<file path="src/rtl/seg7_scan_decoder.sv">
// rtl/seg7_scan_decoder.sv - captures a multiplexed 7-segment bus and decodes each stable digit back to hex
// Optional decimal-point capture is enabled by defining SEG7_SCAN_DP_EN.
module seg7_scan_decoder #(
  parameter int DIGITS        = 6,
  parameter int STABLE_CYCLES = 4
) (
  input  logic                  clk,
  input  logic                  rst_n,
  input  logic [DIGITS-1:0]     dig_sel,
  input  logic [6:0]            seg_in,
`ifdef SEG7_SCAN_DP_EN
  input  logic                  dp_in,
  output logic [DIGITS-1:0]     dp_vec,
`endif
  output logic [DIGITS*4-1:0]   hex_vec,
  output logic [DIGITS-1:0]     digit_valid,
  output logic [DIGITS-1:0]     seg_err,
  output logic                  upd
);

  localparam int CW = $clog2(STABLE_CYCLES + 1);
`ifdef SEG7_SCAN_DP_EN
  localparam int SW = DIGITS + 8;
`else
  localparam int SW = DIGITS + 7;
`endif

  typedef enum logic {TRACK, HELD} state_t;

  state_t              state;
  logic [CW-1:0]       cnt;
  logic [SW-1:0]       prev;
  logic [SW-1:0]       sample;
  logic [CW-1:0]       cnt_next;
  logic                one_hot;
  logic                same;
  logic                advance;
  logic                reached;
  logic [4:0]          dec;
  logic [DIGITS*4-1:0] hex_nxt;
  logic [DIGITS-1:0]   valid_nxt;
  logic [DIGITS-1:0]   err_nxt;
  logic                changed;

  // Returns {hit, nibble}; hit=0 means the pattern is blank or not a hex glyph.
  function automatic logic [4:0] decode(input logic [6:0] s);
    case (s)
      7'h3F: decode = {1'b1, 4'h0};
      7'h06: decode = {1'b1, 4'h1};
      7'h5B: decode = {1'b1, 4'h2};
      7'h4F: decode = {1'b1, 4'h3};
      7'h66: decode = {1'b1, 4'h4};
      7'h6D: decode = {1'b1, 4'h5};
      7'h7D: decode = {1'b1, 4'h6};
      7'h07: decode = {1'b1, 4'h7};
      7'h7F: decode = {1'b1, 4'h8};
      7'h6F: decode = {1'b1, 4'h9};
      7'h77: decode = {1'b1, 4'hA};
      7'h7C: decode = {1'b1, 4'hB};
      7'h58: decode = {1'b1, 4'hC};
      7'h5E: decode = {1'b1, 4'hD};
      7'h79: decode = {1'b1, 4'hE};
      7'h71: decode = {1'b1, 4'hF};
      default: decode = 5'h00;
    endcase
  endfunction

`ifdef SEG7_SCAN_DP_EN
  logic [DIGITS-1:0] dp_nxt;
  assign sample = {dp_in, dig_sel, seg_in};
`else
  assign sample = {dig_sel, seg_in};
`endif

  assign one_hot  = $onehot(dig_sel);
  assign same     = (sample == prev);
  assign cnt_next = same ? cnt + CW'(1) : CW'(1);
  assign reached  = (cnt_next == CW'(STABLE_CYCLES));
  // A held pattern only re-enters counting once the sample changes.
  assign advance  = one_hot && (!same || state == TRACK);
  assign dec      = decode(seg_in);

  always_comb begin
    hex_nxt   = hex_vec;
    valid_nxt = digit_valid;
    err_nxt   = seg_err;
`ifdef SEG7_SCAN_DP_EN
    dp_nxt    = dp_vec;
`endif
    for (int i = 0; i < DIGITS; i++) begin
      if (dig_sel[i]) begin
        if (dec[4]) begin
          hex_nxt[i*4 +: 4] = dec[3:0];
          valid_nxt[i]      = 1'b1;
          err_nxt[i]        = 1'b0;
        end else begin
          valid_nxt[i] = 1'b0;
          err_nxt[i]   = (seg_in != 7'h00);
        end
`ifdef SEG7_SCAN_DP_EN
        dp_nxt[i] = dp_in;
`endif
      end
    end
  end

`ifdef SEG7_SCAN_DP_EN
  assign changed = (hex_nxt != hex_vec) || (valid_nxt != digit_valid) || (dp_nxt != dp_vec);
`else
  assign changed = (hex_nxt != hex_vec) || (valid_nxt != digit_valid);
`endif

  always_ff @(posedge clk or negedge rst_n) begin
    if (!rst_n) begin
      state       <= TRACK;
      cnt         <= '0;
      prev        <= '0;
      hex_vec     <= '0;
      digit_valid <= '0;
      seg_err     <= '0;
      upd         <= 1'b0;
`ifdef SEG7_SCAN_DP_EN
      dp_vec      <= '0;
`endif
    end else begin
      prev <= sample;
      upd  <= 1'b0;
      if (!one_hot) begin
        state <= TRACK;
        cnt   <= '0;
      end else if (advance) begin
        cnt <= cnt_next;
        if (reached) begin
          state       <= HELD;
          hex_vec     <= hex_nxt;
          digit_valid <= valid_nxt;
          seg_err     <= err_nxt;
          upd         <= changed;
`ifdef SEG7_SCAN_DP_EN
          dp_vec      <= dp_nxt;
`endif
        end else begin
          state <= TRACK;
        end
      end
    end
  end

endmodule
</file>
<file path="config.mk">
export PLATFORM = sky130hd
export DESIGN_NAME = seg7_scan_decoder
export DESIGN_NICKNAME = d
export VERILOG_FILES = /design/src/rtl/seg7_scan_decoder.sv
export SDC_FILE = /design/constraint.sdc
export NUM_CORES = 1
export LEC_CHECK = 0
export CORE_ASPECT_RATIO = 1.2
export CORE_MARGIN = 1.5
export CORE_UTILIZATION = 35
export DETAILED_ROUTE_END_ITERATION = 10
export DONT_BUFFER_PORTS = 1
export HOLD_SLACK_MARGIN = 0.12
export MAX_ROUTING_LAYER = met4
export PLACE_DENSITY_LB_ADDON = 0.05
export SYNTH_ARGS = -nofsm -noshare
export SYNTH_HDL_FRONTEND = slang
export SYNTH_SLANG_ARGS = --single-unit
</file>
<file path="constraint.sdc">
create_clock -name clk -period 2.7 [get_ports clk]
set_input_delay 0.54 -clock clk [delete_from_list [all_inputs] [get_ports clk]]
set_output_delay 0.54 -clock clk [all_outputs]
set_load 0.005 [all_outputs]
</file>
==> qor.csv <==
metric,value,unit
status,"complete, but fails checks",
failing checks,setup timing,
die width,87.8,µm
"Top FF cell, synth",dfrtp_1,
Filler cells,799,
type of the worst min-delay path,in2reg,
GRT Total Usage,19.7,%
CP Cell Sequence,"fa_1, inv_1, fa_1, inv_1, ha_2, fa_1, nor3b_2, nand4b_1, nor3b_4, buf_4, nand2_1, nor2_4, mux2_2",
Worst Setup SP,dig_sel[0],
main combinational cell family by area after synthesis,compound AO/OA/AOI/OAI gates,
multiplexer area fraction after synthesis,9.17,%
critical-path cell with the highest stage delay,fa_1,
critical path arrival,3660,ps
crit-path max FO,10,
"Top cell by count, worst path",fa_1,
die area,9190,µm²
ys async rst share,100,%
Worst EP required,2900,ps
power per cell area,435,nW/µm²
CORE AREA,8240,µm²
unrepaired setup endpoints after global routing,true,
"EDFF count, synth",0,
Post-Syn Nets,309,
Crit path depth,13,
vias in the first global route,2392,
Mapped Cells,289,
DR pass1 iterations,4,
hold_ws,236,ps
clk buf depth,2,
Crit path max-delay family,adder cells,
CP endpoint,hex_vec[2],
"CTS clk-pin slew, worst paths",110,ps
reg-to-reg startpoint,prev[2],
LEAKAGE,1.59,nW
Slowest Stage Delay on Critical Path,520,ps
max frequency,290,MHz
cell taking the most area after synthesis,dfrtp_1,
layout cells sized above 1,28.7,%
DP HPWL,6130,µm
Worst Tran Pin Value,625,ps
Layout Area Growth over Synthesis,19.5,%
Final nets,333,
Buf/Inv on CP,3,
critical path capture point type,flop,
post-layout min period,3450,ps
Final WS setup,-753,ps
"FF+latch count, synth",54,
worst skew pair latency,320,ps
share of the synthesized area in the top cell type,44.8,%
dpl ws,-1080,ps
diode count,0,
synth unique cells,61,
Crit Path Class,in2reg,
Rows,36,
XOR/XNOR Fraction of Synth Area,5.52,%
largest net degree at the start of global routing,55,
max_cap viols,0,
DRC viols,0,
worst rel slew slack,58.1,%
die height,105,µm
Tcrit/Tclk final,128,%
first-pass GRT wire length,13600,µm
final setup vio count,37,
reg2reg path depth,11,
I/O Buffers,0,
Fin. Hold Viols,0,
Post-Synth Adder-Cell Area,2.82,%
routability cong.,0.896,
Root Driver,clkbuf_8,
CTS sink count,54,
final worst clock skew,11.9,ps
post-DR vias/cell,5.53,
WL final,8530,µm
crit start category,input port,
Routed Antenna Nets,0,
Compound-Gate Fraction of Synth Area,16.9,%
io pins,52,
Area contributors post-synth,"dfrtp_1, mux2_2, o21ai_0, xnor2_1, xor2_1",
post-DR wirelength/cell,19.9,µm
H-tree depth,2,
drt initial violations,142,
Mapped Avg Cell Area,10.4,µm²
initial core utilization,36.6,%
flop-to-flop setup slack,-10,ps
antenna violations before repair,0,
fin. max-slew vios,0,
Overflow after GRT,0,
DR vias,2365,
synthesized cell area,3020,µm²
Max rail drop VDD,0.000221,V
r2r endpoint,hex_vec[2],
Simple-Gate Fraction of Synth Area,16.1,%
CTS tree,yes,
YS warnings,0,
cts bufs inserted,5,
sequential area share after synthesis,44.8,%
-- area by class of cell --
| class | instances | area, µm² | share of cell area, % |
|---|---|---|---|
| timing repair buffer | 36 | 339 | 9.41 |
| sequential | 54 | 1350 | 37.5 |
| inverter | 14 | 52.6 | 1.46 |
| clock buffer | 5 | 68.8 | 1.91 |
| multi-input combinational | 202 | 1610 | 44.6 |
| tap | 114 | 143 | 3.96 |
| clock inverter | 3 | 43.8 | 1.21 |
-- worst min path at each step --
| stage | startpoint | depth (start not counted) | to | slack [ps] |
|---|---|---|---|---|
| 2_1_floorplan | rst_n | 0 | cnt[0] | 240 |
| 3_3_place_gp | rst_n | 0 | prev[5] | 250 |
| 3_5_place_dp | rst_n | 0 | prev[2] | 250 |
| 4_1_cts | dig_sel[2] | 0 | prev[9] | 230 |
| 5_1_grt | dig_sel[3] | 0 | prev[10] | 220 |
| 6_report | dig_sel[2] | 0 | prev[9] | 240 |
-- placed cells by master (no fill, tap or decap), types with 4 or more instances in the layout --
master,synthesis,final
o21ai_0,24,18
a21oi_1,5,5
mux2_4,0,9
mux2_2,21,12
inv_1,14,13
clkbuf_8,0,5
a21o_1,5,5
o22ai_1,9,9
buf_6,0,9
nor2_1,11,11
nand4_1,5,5
nand3_1,5,5
xnor2_1,10,10
mux2i_1,4,4
a22oi_1,4,4
nand2_1,19,16
dfrtp_1,54,54
xor2_1,9,9
buf_4,1,24
a31oi_1,4,4
nor2_4,6,6
-- sequential cells by signal, summed over array words and instances, names as in the netlist --
name / cells
prev: 13
digit_valid: 6
seg_err: 6
hex_vec: 24
state: 1
cnt: 3
upd: 1
-- synth_stat cells (2+ instances only) --
library cell,number
dfrtp_1,54
o21ai_0,24
mux2_2,21
nand2_1,19
inv_1,14
nor2_1,11
buf_2,10
xnor2_1,10
o22ai_1,9
xor2_1,9
clkbuf_1,6
nor2_4,6
a21o_1,5
a21oi_1,5
nand3_1,5
nand4_1,5
a22oi_1,4
a31oi_1,4
mux2i_1,4
a21o_2,3
fa_1,3
nand3b_1,3
nor3_1,3
o31ai_1,3
a21boi_0,2
a222oi_1,2
a31o_2,2
and4_1,2
ha_1,2
nand4b_1,2
nand4bb_1,2
nor3b_1,2
nor4_1,2
nor4b_1,2
or3_1,2
or3b_2,2
-- report_power, final --
group	internal, W	switching, W
registers	0.000822	0.00000798
clock network	0.000279	0.000288
logic	0.0000816	0.0000914
-- metrics by stage --
step	total power (W)	setup TNS [ps]	area, µm²	utilization, %	cells
floorplan	0.000977	-32150	3020	-	289
global placement	0.000999	-36130	3310	40.1	413
detailed placement	0.000996	-37230	3310	40.1	413
CTS	0.00159	-23630	3490	42.3	427
global route	0.00164	-28650	3600	43.7	428
finish	0.00157	-23510	3600	43.7	428
-- worst reg2reg max path: stages, from the launching register on --
cell and delay (ps):
dfrtp_1 380, xor2_1 140, nor4_1 330, buf_4 160
nand4_1 100, nor4_2 300, buf_4 170, nor3b_4 230
buf_4 170, nand2_1 90, nor2_4 170, mux2_2 350
-- cells by family after synthesis --
logic type,after synthesis
and+or+nand+nor,77
AOI/OAI and AO/OA,76
DFF,54
buffers and inverters,33
muxes,25
xor gates and xnor gates,19
adders and majority gates,5
-- what timing repair did --
action | CTS | global route
setup buffers | 4 | 3
gates resized for setup | 0 | 35
pin swaps | 1 | 3
hold buffers | 2 | 0
setup endpoints to repair | 37 | 37
endpoints found under the hold margin | 54 | 0
-- metal layers --
metal / vias to the layer above / track usage, % / part of all wire [%]
met2: 83 / 31.4 / 48
met1: 1155 / 24.4 / 42
met4: 0 / 6.01 / 2.4
li1: 1110 / - / -
met5: - / - / 0
met3: 17 / 4.82 / 7.1
Power figures use the tool's default switching activity.
